[src/rtl/isr_sequencer.sv]
// In-Service Register and two-pulse INTA sequencer for the PIC.
// Define ISR_ROTATE_EN to rotate priority on non-specific EOI.
module isr_sequencer #(
  parameter int unsigned ACK_TIMEOUT = 16
) (
  input  logic       clk,
  input  logic       rst_n,
  input  logic       ack_valid,
  input  logic [2:0] ack_level,
  input  logic       ack_done,
  input  logic       auto_eoi,
  input  logic       eoi_valid,
  input  logic       eoi_specific,
  input  logic [2:0] eoi_level,
  output logic [7:0] isr,
  output logic       isr_any,
  output logic [2:0] highest_isr,
  output logic       busy,
  output logic [2:0] ack_vector,
  output logic [2:0] priority_base,
  output logic       seq_error
);

  typedef enum logic {StIdle, StWaitDone} state_e;

  localparam logic [7:0] TimeoutLast = 8'(ACK_TIMEOUT - 1);

  state_e     state_q, state_d;
  logic [7:0] isr_q, isr_d;
  logic [2:0] ack_vector_q, ack_vector_d;
  logic [2:0] priority_base_q, priority_base_d;
  logic [7:0] cnt_q, cnt_d;
  logic       seq_error_q, seq_error_d;

  logic [7:0] set_mask;
  logic [7:0] eoi_clr;
  logic [7:0] ack_clr;

  // Scan from lowest to highest priority so the last hit is the winner.
  always_comb begin
    logic [2:0] idx;
    idx         = 3'd0;
    highest_isr = 3'b111;
    for (int i = 7; i >= 0; i--) begin
      idx = priority_base_q + 3'(i);
      if (isr_q[idx]) highest_isr = idx;
    end
  end

  assign isr_any = |isr_q;

  always_comb begin
    eoi_clr = 8'h00;
    if (eoi_valid) begin
      if (eoi_specific)  eoi_clr = 8'b1 << eoi_level;
      else if (isr_any)  eoi_clr = 8'b1 << highest_isr;
    end
  end

  always_comb begin
    state_d      = state_q;
    ack_vector_d = ack_vector_q;
    cnt_d        = cnt_q;
    seq_error_d  = 1'b0;
    set_mask     = 8'h00;
    ack_clr      = 8'h00;
    unique case (state_q)
      StIdle: begin
        if (ack_valid) begin
          set_mask     = 8'b1 << ack_level;
          ack_vector_d = ack_level;
          cnt_d        = 8'd0;
          state_d      = StWaitDone;
        end
        if (ack_done) seq_error_d = 1'b1;
      end
      StWaitDone: begin
        if (ack_valid) seq_error_d = 1'b1;
        if (ack_done) begin
          state_d = StIdle;
          if (auto_eoi) ack_clr = 8'b1 << ack_vector_q;
        end else if (cnt_q == TimeoutLast) begin
          ack_clr     = 8'b1 << ack_vector_q;
          seq_error_d = 1'b1;
          state_d     = StIdle;
        end else begin
          cnt_d = cnt_q + 8'd1;
        end
      end
      default: state_d = StIdle;
    endcase
    // Set is applied after the clear so a same-cycle ack wins.
    isr_d = (isr_q & ~(eoi_clr | ack_clr)) | set_mask;
  end

`ifdef ISR_ROTATE_EN
  always_comb begin
    priority_base_d = priority_base_q;
    if (eoi_valid && !eoi_specific && isr_any) priority_base_d = highest_isr + 3'd1;
  end
`else
  assign priority_base_d = 3'b000;
`endif

  always_ff @(posedge clk or negedge rst_n) begin
    if (!rst_n) begin
      state_q         <= StIdle;
      isr_q           <= 8'h00;
      ack_vector_q    <= 3'd0;
      priority_base_q <= 3'd0;
      cnt_q           <= 8'd0;
      seq_error_q     <= 1'b0;
    end else begin
      state_q         <= state_d;
      isr_q           <= isr_d;
      ack_vector_q    <= ack_vector_d;
      priority_base_q <= priority_base_d;
      cnt_q           <= cnt_d;
      seq_error_q     <= seq_error_d;
    end
  end

  assign isr           = isr_q;
  assign busy          = (state_q == StWaitDone);
  assign ack_vector    = ack_vector_q;
  assign priority_base = priority_base_q;
  assign seq_error     = seq_error_q;

endmodule

[config.mk]
export PLATFORM = sky130hd
export DESIGN_NAME = isr_sequencer
export DESIGN_NICKNAME = d
export VERILOG_FILES = /design/src/rtl/isr_sequencer.sv
export SDC_FILE = /design/constraint.sdc
export NUM_CORES = 1
export LEC_CHECK = 0
export ABC_CLOCK_PERIOD_IN_PS = 3350
export BUFFER_PORTS_ARGS = -buffer_cell sky130_fd_sc_hd__buf_2
export CORE_UTILIZATION = 37
export CTS_BUF_LIST = sky130_fd_sc_hd__clkbuf_2
export CTS_CLUSTER_DIAMETER = 80
export DETAILED_ROUTE_END_ITERATION = 8
export GPL_TIMING_DRIVEN = 0
export PLACE_DENSITY = 0.71
export SLEW_MARGIN = 20
export SYNTH_ARGS = -nofsm -noshare
export SYNTH_HDL_FRONTEND = slang
export SYNTH_SLANG_ARGS = --single-unit
[constraint.sdc]
create_clock -name clk -period 3.35 [get_ports clk]
set_input_delay 0.335 -clock clk [delete_from_list [all_inputs] [get_ports clk]]
set_output_delay 0.335 -clock clk [all_outputs]
set_load 0.02 [all_outputs]
## Word-level counts from Yosys, hierarchy flattened

Cells that the tools add are included.
W data, S select, Z words.

| storage, ports and cells | value |
|---|---|
| register bits after elaboration | 21 |
| latch bits | 0 |
| memory bits (writable) | 0 |
| memory bits (read-only) | 0 |
| bits of input ports | 13 |
| output and inout port bits | 20 |
| logic and storage cells | 50 |
| memories kept | 0 |

| operators by class | value |
|---|---|
| add/subtract/negate cells | 1 |
| multiply operators | 0 |
| div/mod/pow operators | 0 |
| magnitude comparators | 0 |
| equal/unequal tests | 4 |
| shift-type cells | 4 |
| multiplexer cells | 28 |
| bitwise gates (word level) | 5 |
| reduce and logical (&&, ||, !) cells | 3 |

Operator list:

| operator | count |
|---|---|
| $mux W8 | 12 |
| $shl A1 B3 Y8 const A | 4 |
| $or A8 B8 Y8 | 2 |
| $pmux W8 S2 | 1 |
| $mux W3 | 5 |
| $add A8 B1 Y8 const B | 1 |
| $and A8 B8 Y8 | 1 |
| $eq A8 B4 Y1 const B | 1 |
| $not A8 Y8 | 1 |
| $reduce_or A8 Y1 | 1 |
| $mux W1 | 7 |
| $ne A2 B2 Y1 const B | 3 |
| $pmux W1 S2 | 2 |
| $reduce_and A3 Y1 | 1 |
| $mux W2 | 1 |
| $reduce_and A2 Y1 | 1 |
| $not A1 Y1 | 1 |

## Longest topological paths before layout

| depth | value |
|---|---|
| depth in word-level cells | 15 |
| depth in mapped cells | 6 |
| gate-level depth less buffers | 6 |

## Worst setup path before layout

OpenSTA, ideal clock, no wires.

| path | value |
|---|---|
| kind | register to register |
| start point | register cnt_q[5] |
| end point | register isr_q[2] (netlist: isr[2]) |
| setup time | 122 ps |
| arrival time | 1926 ps |
| required time | 3228 ps |
| setup slack | 1303 ps |
| cell stages (with the launch flop) | 6 |
| buffers on the path | 0 |
| path through | dfrtp_1 -> or4_4 -> o31ai_4 -> nand3b_2 -> or3b_1 -> a32o_1 |

| on the way | value |
|---|---|
| cells in the longest elaborated chain, start to end | 8 |

RTL lines:

| item | RTL line | source |
|---|---|---|
| start, declared | 32 | `logic [7:0] cnt_q, cnt_d;` |
| start signal, assigned | 118 | `cnt_q <= cnt_d;` |
| $eq A8 B4 Y1 | 82 | `end else if (cnt_q == TimeoutLast) begin` |
| $mux W8 | 82 |  |
| $mux W8 | 79 | `if (ack_done) begin` |
| $mux W8 | 67 | `unique case (state_q)` |
| $or A8 B8 Y8 | 93 | `isr_d = (isr_q & ~(eoi_clr \| ack_clr)) \| set_mask;` |
| $not A8 Y8 | 93 |  |
| $and A8 B8 Y8 | 93 |  |
| $or A8 B8 Y8 | 93 |  |
| net isr_d[2] | 29 | `logic [7:0] isr_q, isr_d;` |
| end signal, assigned | 115 | `isr_q <= isr_d;` |
| end, declared | 29 |  |

The timed path passes the listed nets, and every way through them passes these cells.
A chain may end at the register's enable or synchronous reset.

## Final worst setup path

| path | value |
|---|---|
| start point | register cnt_q[4] |
| end point | register cnt_q[2] |

| on the way | value |
|---|---|
| cells in the longest elaborated chain, start to end | 3 |

RTL lines:

| item | RTL line |
|---|---|
| $eq A8 B4 Y1 | 82 |
| $ne A2 B2 Y1 (no source line) | - |
| $reduce_and A3 Y1 (no source line) | - |

Every way passes these cells.

==> impl_metrics.env <==
export IMPL_grt_max_degree=22
export IMPL_syn_to_final_growth_pct=18.57
export IMPL_required_ps=3580
export IMPL_wl_per_cell_um=12.66
export IMPL_crit_type="flip-flop to flip-flop"
export IMPL_synth_cell_types=43
export IMPL_yosys_area_top_type="dfrtp_1"
export IMPL_drive_gt1_frac=0.2353
export IMPL_final_nets=202
export IMPL_syn_area_per_cell_um2=8.477
export IMPL_portBuffers=29
export IMPL_power_leakage_uw=0.0006956
export IMPL_cts_sinks=21
export IMPL_slew_violations=0
export IMPL_worstSetupStartpointType="flip-flop"
export IMPL_vdd_drop_max_uv=227.0
export IMPL_skew_ps=20.34
export IMPL_synthArstFlopShare=1.000
export IMPL_cts_tree="yes"
export IMPL_grt_pass1_vias=1088
export IMPL_cp_max_fo=7
export IMPL_drc=0
export IMPL_finish_utilization=0.4776
export IMPL_worstPathCellList="or4_4, o21ai_0, and2_1, o21ai_0, o21ai_0"
export IMPL_cpMaxStageDelayCell="or4_4"
export IMPL_max_stage_delay_ps=580
export IMPL_maxSlewHeadroom=0.5512
export IMPL_io_pins=33
export IMPL_startpoint="cnt_q[4]$_DFFE_PN0P_"
export IMPL_pwr_density_cell_nw_per_um2=504.1
export IMPL_clock_root_buffer="clkbuf_2"
export IMPL_ys_ff_latch=21
export IMPL_synthTopCellsByArea="dfrtp_1, o21ai_0, nand2_1"
export IMPL_design_die_area_um2=3698
export IMPL_yosys_warnings=0
export IMPL_timing_rr_start="cnt_q[4]$_DFFE_PN0P_"
export IMPL_fin_crit_ps=2199
export IMPL_hold_slack_ps=274.5
export IMPL_die_w_um=60.82
export IMPL_tightest_slew_ps=666.2
export IMPL_antenna_found_initial=0
export IMPL_maxCapViolations=0
export IMPL_setup_viol=0
export IMPL_synth_edff_count=0
export IMPL_min_period_over_period=0.6563
export IMPL_grt_setup_unrepaired="no"
export IMPL_post_cts_resized=0
export IMPL_syn_inst=151
export IMPL_cp_num_buf_inv=0
export IMPL_htreeDepth=1
export IMPL_yosysSeqAreaShare=0.4106
export IMPL_crit_path_frequent_cell="o21ai_0"
export IMPL_die_y_um=60.82
export IMPL_ant_nets=0
export IMPL_hold_path_class="input pin to flip-flop"
export IMPL_dp_hpwl_mm=2.225
export IMPL_avgViaCountPerCell=5.377
export IMPL_cts_setup_buffers=0
export IMPL_cp_top_family="simple AND/OR/NAND/NOR gates"
export IMPL_tns_ps=0
export IMPL_overflow=0
export IMPL_cts_hold_buffers=1
export IMPL_insertion_delay_ps=310
export IMPL_drt_initial_drc_count=195
export IMPL_crit_arrival_ps=2430
export IMPL_cts_buffer_depth=2
export IMPL_global_route_usage_total=0.1730
export IMPL_core_area_um2=3178
export IMPL_initial_core_util=0.4028
export IMPL_crit_path_end_kind="flip-flop"
export IMPL_synthFlopType="dfrtp_1"
export IMPL_clk_pin_slew_ps=200
export IMPL_n_fill_cell=317
export IMPL_syn_area_um2=1280
export IMPL_cts_made_buffers=3
export IMPL_row_count=20
export IMPL_routed_via_count=1242
export IMPL_status="finished clean"
export IMPL_hp_start="ack_level[2]"
export IMPL_max_freq_ghz=0.4548
export IMPL_grt_pass1_wl_mm=4.719
export IMPL_diodes=0
export IMPL_finalHoldViolations=0
export IMPL_wl_mm=2.924
export IMPL_first_pass_iters=4
export IMPL_synth_top_area_frac=0.4106
export IMPL_gp_congestion=0.8392
[worst min-delay path, cell delays in order]
cell and delay [ps]:
buf_2 110, nand3_1 60, o22ai_1 70
[logic make-up (layout without fill, tap and decap cells)]
kind of cell,Yosys count,in the layout,synth area share
buffers and inverters,11,45,0.04105
and+or+nand+nor,74,74,0.3040
DFF,21,21,0.4106
AOI/OAI and AO/OA,41,41,0.2160
other,1,3,0.002930
adders and majority gates,1,1,0.009774
muxes,2,2,0.01564
[sequential cells by signal, indices dropped and copies added (netlist names)]
name / cells
isr: 8
busy: 1
cnt_q: 8
ack_vector: 3
seq_error: 1
[per-layer routing]
metal  part of all wire  routed length [um]  global-route usage
met5                  0                   0                   0
met4             0.0027                   8             0.07468
met3              0.049                 143             0.02132
met2               0.49                1424              0.2841
met1               0.46                1348              0.2297
[final cells by class]
class,count,area [um^2],share of cell area
Buffer,7,37.54,0.02473
Multi-Input combinational cell,121,709.4,0.4674
Clock buffer,4,20.02,0.01319
Sequential cell,21,525.5,0.3462
Timing Repair Buffer,30,155.1,0.1022
Inverter,4,15.01,0.009893
Tap cell,44,55.05,0.03627
[cell usage in the layout, fill, tap and decap left out, drive strengths merged, types with 2 or more instances in the layout]
cell / instances
buf: 32
nand2: 22
dfrtp: 21
o21ai: 17
nor2: 12
clkbuf: 8
nand3: 6
nor3: 5
nand2b: 5
nor2b: 4
inv: 4
a21oi: 4
nor4: 3
o22ai: 3
o211ai: 3
and3: 3
conb: 3
o31ai: 3
and2: 2
nand4: 2
o221ai: 2
mux2i: 2
or3b: 2
[where the power goes]
part / switching [uW] / internal (uW)
Clock: 71.3 / 31.6
Sequential: 48.7 / 295
Combinational: 197 / 121
Total: 317 / 448
[worst paths after layout]
| check | cells past startpoint | end | slack (ps) |
|---|---|---|---|
| worst max-delay path | 5 | cnt_q[2]$_DFFE_PN0P_ | 1150 |
| worst min-delay path | 3 | isr[6]$_DFF_PN0_ | 270 |
| worst max register to register | 5 | cnt_q[2]$_DFFE_PN0P_ | 1150 |
| worst min register to register | 1 | cnt_q[7]$_DFFE_PN0P_ | 500 |
| max in group asynchronous | 2 | isr[4]$_DFF_PN0_ | 2530 |
| min in group asynchronous | 2 | cnt_q[7]$_DFFE_PN0P_ | 480 |
[stage by stage]
stage	instances	cell area [um^2]	setup slack, ps	power (uW)
after floorplan	153	1287	1303	557.2
after global placement	226	1488	1222	661.4
after detailed placement	226	1488	1212	665.3
after CTS	231	1518	1186	770.8
after global routing	231	1518	1024	825.8
final	231	1518	1151	765.0
[synthesized netlist by cell type (2+ instances only)]
cell type / number
nand2b_1: 5
o221ai_1: 2
nand4_1: 2
nand2_1: 22
dfrtp_1: 21
o21ai_0: 17
and3_1: 3
and2_1: 2
o211ai_1: 3
o22ai_1: 3
inv_1: 4
mux2i_1: 2
nor3_1: 5
nor2_1: 12
a21oi_1: 4
buf_4: 3
nand3_1: 6
clkbuf_1: 4
o31ai_1: 2
nor2b_1: 4
nor4_1: 3
Power figures use the tool's default switching activity.
